<file path="config.mk">
export PLATFORM = sky130hd
export DESIGN_NAME = complex_conj_pipe
export DESIGN_NICKNAME = d
export VERILOG_FILES = /design/src/rtl/complex_pkg.sv /design/src/rtl/complex_conj_lane.sv /design/src/rtl/complex_conj_pipe.sv
export SDC_FILE = /design/constraint.sdc
export NUM_CORES = 1
export LEC_CHECK = 0
export CORE_UTILIZATION = 54
export CTS_CLUSTER_SIZE = 16
export DETAILED_ROUTE_END_ITERATION = 8
export HOLD_SLACK_MARGIN = 0.1
export PLACE_DENSITY = 0.81
export SYNTH_ARGS = -nofsm -noshare
export SYNTH_HDL_FRONTEND = slang
export SYNTH_HIERARCHICAL = 1
export SYNTH_SLANG_ARGS = --single-unit
</file>
<file path="constraint.sdc">
create_clock -name clk -period 4.5 [get_ports clk]
set_input_delay 0.45 -clock clk [delete_from_list [all_inputs] [get_ports clk]]
set_output_delay 0.45 -clock clk [all_outputs]
set_load 0.02 [all_outputs]
</file>
<file path="src/rtl/complex_pkg.sv">
// Shared definitions for the complex sign-manipulation datapath: op encodings
// and the saturating negate used by every lane.
package complex_pkg;

  localparam int WIDTH_DEF = 16;
  localparam int CALC_W    = 64;

  typedef enum logic [1:0] {
    MODE_PASS  = 2'd0,
    MODE_CONJ  = 2'd1,
    MODE_NEG   = 2'd2,
    MODE_MULNJ = 2'd3
  } mode_e;

  typedef struct packed {
    logic signed [CALC_W-1:0] val;
    logic                     clip;
  } neg_t;

  // Negates a sign-extended w-bit value; the single unrepresentable case
  // (-2^(w-1)) is clipped to the w-bit maximum and flagged.
  function automatic neg_t sat_neg(input logic signed [CALC_W-1:0] x,
                                   input int unsigned w);
    neg_t r;
    logic signed [CALC_W-1:0] lo;
    lo = '1;
    lo = lo << (w - 1);
    if (x == lo) begin
      r.val  = ~lo;
      r.clip = 1'b1;
    end else begin
      r.val  = -x;
      r.clip = 1'b0;
    end
    return r;
  endfunction

endpackage

</file>
<file path="src/rtl/complex_conj_lane.sv">
// One complex lane: pass / conjugate / negate / multiply by -j, with
// saturating negation and a per-lane clip flag. Purely combinational.
module complex_conj_lane
  import complex_pkg::*;
#(
  parameter int WIDTH = WIDTH_DEF
) (
  input  logic signed [WIDTH-1:0] a,
  input  logic signed [WIDTH-1:0] b,
  input  mode_e                   mode,
  output logic signed [WIDTH-1:0] y_re,
  output logic signed [WIDTH-1:0] y_im,
  output logic                    sat
);

  neg_t na;
  neg_t nb;
  logic unused_hi;

  always_comb begin
    na   = sat_neg(CALC_W'(a), WIDTH);
    nb   = sat_neg(CALC_W'(b), WIDTH);
    y_re = a;
    y_im = b;
    sat  = 1'b0;
    case (mode)
      MODE_CONJ: begin
        y_im = nb.val[WIDTH-1:0];
        sat  = nb.clip;
      end
      MODE_NEG: begin
        y_re = na.val[WIDTH-1:0];
        y_im = nb.val[WIDTH-1:0];
        sat  = na.clip | nb.clip;
      end
      // (a + jb) * -j = b - ja
      MODE_MULNJ: begin
        y_re = b;
        y_im = na.val[WIDTH-1:0];
        sat  = na.clip;
      end
      default: ;
    endcase
  end

  // Upper bits of the wide negate are just sign extension of the clamped result.
  assign unused_hi = ^{na.val[CALC_W-1:WIDTH], nb.val[CALC_W-1:WIDTH]};

endmodule

</file>
<file path="src/rtl/complex_conj_pipe.sv">
// Multi-lane complex sign stage: NUM_CH lanes, output register plus one skid
// register on a valid/ready handshake, and a sticky saturation-event counter.
module complex_conj_pipe
  import complex_pkg::*;
#(
  parameter int WIDTH  = WIDTH_DEF,
  parameter int NUM_CH = 2,
  parameter int CNT_W  = 16
) (
  input  logic                    clk,
  input  logic                    rst_n,
  input  logic                    in_valid,
  output logic                    in_ready,
  input  logic [NUM_CH*WIDTH-1:0] in_real,
  input  logic [NUM_CH*WIDTH-1:0] in_imag,
  input  logic [1:0]              in_mode,
  output logic                    out_valid,
  input  logic                    out_ready,
  output logic [NUM_CH*WIDTH-1:0] out_real,
  output logic [NUM_CH*WIDTH-1:0] out_imag,
  output logic [NUM_CH-1:0]       out_sat,
  input  logic                    sat_clr,
  output logic [CNT_W-1:0]        sat_count
);

  logic [NUM_CH*WIDTH-1:0] re_p0, im_p0;
  logic [NUM_CH-1:0]       sat_p0;
  logic [NUM_CH*WIDTH-1:0] skid_re_p1, skid_im_p1;
  logic [NUM_CH-1:0]       skid_sat_p1;
  logic                    vld_p1;
  logic [NUM_CH*WIDTH-1:0] re_p2, im_p2;
  logic [NUM_CH-1:0]       sat_p2;
  logic                    vld_p2;
  logic [CNT_W-1:0]        cnt;
  logic                    accept, load_out;

  // ---- stage p0: combinational lane ops on the incoming beat ----
  for (genvar k = 0; k < NUM_CH; k++) begin : g_lane
    complex_conj_lane #(.WIDTH(WIDTH)) u_lane (
      .a    (in_real[k*WIDTH +: WIDTH]),
      .b    (in_imag[k*WIDTH +: WIDTH]),
      .mode (mode_e'(in_mode)),
      .y_re (re_p0[k*WIDTH +: WIDTH]),
      .y_im (im_p0[k*WIDTH +: WIDTH]),
      .sat  (sat_p0[k])
    );
  end

  assign in_ready = ~vld_p1;
  assign accept   = in_valid & in_ready;
  // Output register can take a beat when empty or being drained this cycle.
  assign load_out = ~vld_p2 | out_ready;

  // ---- stage p1: skid register, filled only when the output reg is stalled ----
  always_ff @(posedge clk) begin
    if (accept && !load_out) begin
      skid_re_p1  <= re_p0;
      skid_im_p1  <= im_p0;
      skid_sat_p1 <= sat_p0;
    end
  end

  // ---- stage p2: output register; skid has priority so order is preserved ----
  always_ff @(posedge clk or negedge rst_n) begin
    if (!rst_n) begin
      vld_p1 <= 1'b0;
      vld_p2 <= 1'b0;
      re_p2  <= '0;
      im_p2  <= '0;
      sat_p2 <= '0;
    end else if (load_out) begin
      if (vld_p1) begin
        re_p2  <= skid_re_p1;
        im_p2  <= skid_im_p1;
        sat_p2 <= skid_sat_p1;
        vld_p2 <= 1'b1;
        vld_p1 <= 1'b0;
      end else if (accept) begin
        re_p2  <= re_p0;
        im_p2  <= im_p0;
        sat_p2 <= sat_p0;
        vld_p2 <= 1'b1;
      end else begin
        vld_p2 <= 1'b0;
      end
    end else if (accept) begin
      vld_p1 <= 1'b1;
    end
  end

  // Counted at accept time; a clear in the same cycle discards the event.
  always_ff @(posedge clk or negedge rst_n) begin
    if (!rst_n) begin
      cnt <= '0;
    end else if (sat_clr) begin
      cnt <= '0;
    end else if (accept && (|sat_p0) && (cnt != '1)) begin
      cnt <= cnt + CNT_W'(1);
    end
  end

  assign out_valid = vld_p2;
  assign out_real  = re_p2;
  assign out_imag  = im_p2;
  assign out_sat   = sat_p2;
  assign sat_count = cnt;

endmodule
</file>
* Word-level counts from Yosys, hierarchy flattened
Cells that the tools add are included.
Cells by class: add/sub/neg operators 5, equal/unequal tests 8, multiplexer cells 22, bitwise operators 6, reduce and logical (&&, ||, !) cells 10
Operators by type and width (count):
- $mux W32 | 4
- $pmux W16 S2 | 4
- $mux W17 | 4
- $eq A16 B16 Y1 const B | 4
- $neg A16 Y16 | 4
- $mux W16 | 2
- $add A16 B1 Y16 const B | 1
- $ne A16 B16 Y1 const B | 1
- $pmux W1 S3 | 2
- $reduce_bool A2 Y1 | 3
- $eq A2 B2 Y1 const B | 2
- $mux W1 | 4
- $mux W2 | 2
- $reduce_or A2 Y1 | 2
- $logic_and A1 B1 Y1 | 3
- $or A1 B1 Y1 | 3
- $eq A2 B1 Y1 const B | 1
- $not A1 Y1 | 2
- $reduce_and A2 Y1 | 1
- $and A1 B1 Y1 | 1
- $logic_not A1 Y1 | 1
Word-level totals: register bits 150, bits of input ports 71, output and inout port bits 84

* Longest topological paths before layout
depth in word-level cells 9, depth in mapped cells 15, mapped depth without buffers 11

* Modules after synthesis
Netlist, hierarchy kept.
Modules (own cells, without submodules):
- complex_conj_pipe | instances 1, cells an instance 468, area each 6025.8 µm², seq. area each 4083.9 µm²
- complex_conj_lane | instances 2, cells an instance 266, area each 1572.8 µm², seq. area each 0.0 µm²

* Worst setup path before layout
OpenSTA, ideal clock, no wires.
kind input port to flip-flop, from input out_ready, to register skid_im_p1[0] (enable), library setup time 0.491 ns, arrival 3.415 ns, data required time 4.009 ns, path slack 0.594 ns, cell stages on the path 2, path buffers 0, cell sequence nand2b_1 -> nor2_1
On the way: longest elaborated chain between the ends 3
Ends and longest elaborated chain:
- from (decl) | line complex_conj_pipe.sv:18 | input logic out_ready,
- $or A1 B1 Y1 | line complex_conj_pipe.sv:52 | assign load_out = ~vld_p2 | out_ready;
- $logic_not A1 Y1 | line complex_conj_pipe.sv:56 | if (accept && !load_out) begin
- $logic_and A1 B1 Y1 | line complex_conj_pipe.sv:56
- to (signal assigned) | line complex_conj_pipe.sv:58 | skid_im_p1 <= im_p0;
- to (decl) | line complex_conj_pipe.sv:28 | logic [NUM_CH*WIDTH-1:0] skid_re_p1, skid_im_p1;
Every way passes these cells. A chain may end at the register's enable or synchronous reset.

* Worst setup path in the final report
from input in_imag[17], to register cnt[9] (netlist: sat_count[9])
On the way: longest elaborated chain between the ends 8
Ends and longest elaborated chain:
- from (decl) | line complex_conj_pipe.sv:15 | input logic [NUM_CH*WIDTH-1:0] in_imag,
- $eq A16 B16 Y1 (*) | line complex_pkg.sv:28 | if (x == lo) begin
- $mux W17 (*) | line complex_pkg.sv:28
- $or A1 B1 Y1 | line complex_conj_lane.sv:34 | sat = na.clip | nb.clip;
- $pmux W1 S3 (*) | line complex_conj_lane.sv:26 | case (mode)
- net sat_p0[1] | line complex_conj_pipe.sv:27 | logic [NUM_CH-1:0] sat_p0;
- $reduce_or A2 Y1 (*) | line complex_conj_pipe.sv:97 | end else if (accept && (|sat_p0) && (cnt != '1)) begin
- $logic_and A1 B1 Y1 (*) (2 in a row) | line complex_conj_pipe.sv:97
- $reduce_bool A2 Y1 (no source line) (*)
- to (signal assigned) | line complex_conj_pipe.sv:98 | cnt <= cnt + CNT_W'(1);
- to (decl) | line complex_conj_pipe.sv:34 | logic [CNT_W-1:0] cnt;
The timed path passes the listed nets; every way through them passes the cells marked *.

==> impl_metrics.toml <==
[worst_setup_path]
timing.rr.start = "vld_p1"
cp_data_arrival_time_ns = 4.36
cp_slowest_stage_delay_ns = 0.62
crit_path_top_delay_cell = "or4_1"
cp-end-kind = "register"
worst-path-max-fanout = 7
worstPathRequired_ns = 4.80
crit_start = "in_imag[17]"
path_buf_inv = 2
cp-start-kind = "input pin"
crit_type = "input pin to register"
path_cells = "clkdlybuf4s50_1 > inv_1 > ha_1 > or3b_1 > or2_1 > nor4_2 > o21ai_0 > a21oi_1 > nor2_1 > or4_1 > nor4_1 > mux2_1"
crit_family = "simple AND/OR/NAND/NOR gates"

[sta]
fin_tns_setup_ns = 0
setup_viol = 0
max_freq_ghz = 0.2461
maxSlewHeadroom_pct = 39.07
maxSlewViolCount = 0
hold_viol = 0
worst_slew_pin_slew_ns = 0.9139
period_minus_slack_ns = 4.064
grt_setup_unrepaired = "no"
setup_ws_ns = 0.4362
post-route-period-util_pct = 90.31
fin_skew_ns = 0.008140

[synth]
yosysTopAreaCellShare_pct = 22.92
synth_ff_type = "dfrtp_1"
ys_seq_elements = 150
synth_seq_area_share_pct = 44.53
synth.distinct_cells = 56
syn_inst = 1000
synth_area_um2 = 9171
synth_warnings = 6
synth_top_cell_by_area = "dfrtp_1"
ys_top_cells_by_count = "118 x a21oi_1, 118 x nor2_1, 88 x o21ai_0"
async_reset_ff_share_pct = 56.00
yosys-top-cells-area = "dfrtp_1 23%, edfxtp_1 22%, mux2i_1 7.2%, a21oi_1 6.4%, nor2_1 4.8%"
synth-edff-count = 66
synth_nets = 1084
synth.avg_cell_area_um2 = 9.171

[finish]
finalNetCount = 1203
multiInputGateArea_um2 = 4673
seq_area_um2 = 4088
fillers = 1366
drive_gt1_share_pct = 7.067
syn_to_final_growth_pct = 24.72
diodes = 0

[status]
status = "finished clean"

[die]
die_h_um = 132.3
dieArea_um2 = 17510
core_um2 = 16580
start_util_pct = 55.30
rows = 47
ios = 155
fp.dieW_um = 132.3

[pwr]
pwr-share-seq_pct = 40.2
power.share.switching_pct = 31.14
comb_power_share_pct = 25.3
ir_worst_vdd_mv = 0.2808
clock_power_share_pct = 34.5
power_density_nw_per_um2 = 368.6
p_switching_mw = 1.313
power.internal_mw = 2.903
leakagePower_nw = 4.166

[drt]
vias = 8304
detail_route.wl_per_cell_um = 19.41
drt-total-wl_mm = 26.24
avgViaCountPerCell = 6.142
final_antenna_net_count = 0
dr.pass1.iters = 5
drcViolationCount = 0
drt_iter0_markers = 822

[clock_network]
clkLatencyLatePin_ns = 0.42
cts-buffers-inserted = 17
cts.path.max_buffers = 2
cts_sinks = 150
postCtsSetupRepairBufs = 0
tritoncts = "built"
htreeDepth = 4
path_clk_slew_ns = 0.07
cts_resized = 0
cts-root-buf = "clkbuf_16"

[global_route]
met1_usage_pct = 46.26
grtUsageTotal_pct = 31.14
grtUsageMet2_pct = 44.33
grt_pass1_vias = 7887
grt_max_degree = 115
overflow = 0
grt_busiest_layer = "met1"
grt_pass1_wl_mm = 42.95
use_met3_pct = 7.766
antenna_found_initial = 0

[placement]
pre_cts_slack_ns = 0.07862
portBuffers = 154
dp_hpwl_mm = 18.39
gp_congestion = 0.9457

[worst_hold_path]
hp-start = "out_imag[1]"
hold_path_class = "register to register"

[run]
maxCapViolations = 0
cell families after synthesis:
family / share of synthesized area (%)
AOI/OAI and AO/OA: 20.15
xor gates and xnor gates: 2.292
adders and majority gates: 1.774
buffers and inverters: 4.679
DFF: 44.53
muxes: 8.431
and+or+nand+nor: 18.14
per-layer routing:
metal / wire length (µm) / part of all wire, %
met1: 12080 / 46
met2: 11420 / 44
met3: 2303 / 8.8
met4: 436 / 1.7
met5: 0 / 0
metrics by stage:
| stage | util, % | hold slack [ns] | power, mW | cells | cell area [µm²] |
|---|---|---|---|---|---|
| 2_1_floorplan | - | 0.1544 | 2.268 | 1000 | 9171 |
| 3_3_place_gp | 65.32 | 0.5058 | 2.757 | 1319 | 10830 |
| 3_5_place_dp | 65.32 | 0.5163 | 2.775 | 1319 | 10830 |
| 4_1_cts | 68.98 | 0.5335 | 4.232 | 1352 | 11440 |
| 5_1_grt | 68.98 | 0.5555 | 4.390 | 1352 | 11440 |
| 6_report | 68.98 | 0.5310 | 4.216 | 1352 | 11440 |
state kept, by name, indices dropped and copies added (netlist names):
name and flops:
out_valid 1, sat_count 16, skid_sat_p1 2, vld_p1 1, skid_re_p1 32, skid_im_p1 32, out_imag 32, out_real 32
out_sat 2
tightest hold or removal path, delay by kind of cell (launching register included):
kind / cells / cell delay, ns
AOI/OAI and AO/OA: 1 / 0.10
and+or+nand+nor: 1 / 0.05
DFF: 1 / 0.34
worst paths after layout:
path	end	slack, ns	cells after the start
worst max-delay path	sat_count[9]	0.44	12
worst min-delay path	out_imag[1]	0.53	2
worst max register to register	sat_count[9]	2.14	4
worst min register to register	out_imag[1]	0.53	2
max in group asynchronous	out_imag[29]	2.91	3
min in group asynchronous	out_imag[9]	0.60	2
cells in the final DEF, fill, tap and decap left out, drive strengths merged, types with 3 or more instances in the layout:
master / count
dfrtp: 84
buf: 21
nand2b: 8
nor2b: 8
o311a: 4
a21o: 14
a21oi: 118
or2: 9
nor2: 118
o221ai: 6
a22oi: 20
o41ai: 4
clkbuf: 18
xnor2: 20
edfxtp: 66
o21ai: 92
nand3: 21
or3b: 5
nor3: 31
clkdlybuf4s50: 153
or3: 17
o311ai: 5
nand4: 4
nor3b: 10
ha: 13
nand2: 54
xor2: 4
o31ai: 16
o21a: 3
nor4: 16
inv: 32
or4: 22
mux2i: 66
a211oi: 4
clkinvlp: 4
a221o: 6
mux2: 10
o22ai: 8
power by group through the flow:
stage	Clock, mW	Sequential, mW	Combinational (mW)
floorplan	0	1.85	0.414
global placement	0	1.72	1.04
detailed placement	0	1.72	1.06
CTS	1.47	1.69	1.07
global route	1.53	1.71	1.15
finish	1.46	1.69	1.07
cell type report:
type / instances / share of cell area [%]
multi-input combinational: 750 / 40.86
sequential: 150 / 35.74
timing repair buffer: 175 / 14.96
clock buffer: 18 / 3.752
tap: 220 / 2.406
clock inverter: 14 / 1.466
inverter: 25 / 0.8204
what timing repair did:
item | 4_1_cts | 5_1_grt
hold buffers | 1 | 0
setup endpoints to repair | 0 | 0
hold endpoints to repair | 46 | 0
(Power assumes the default switching activity.)
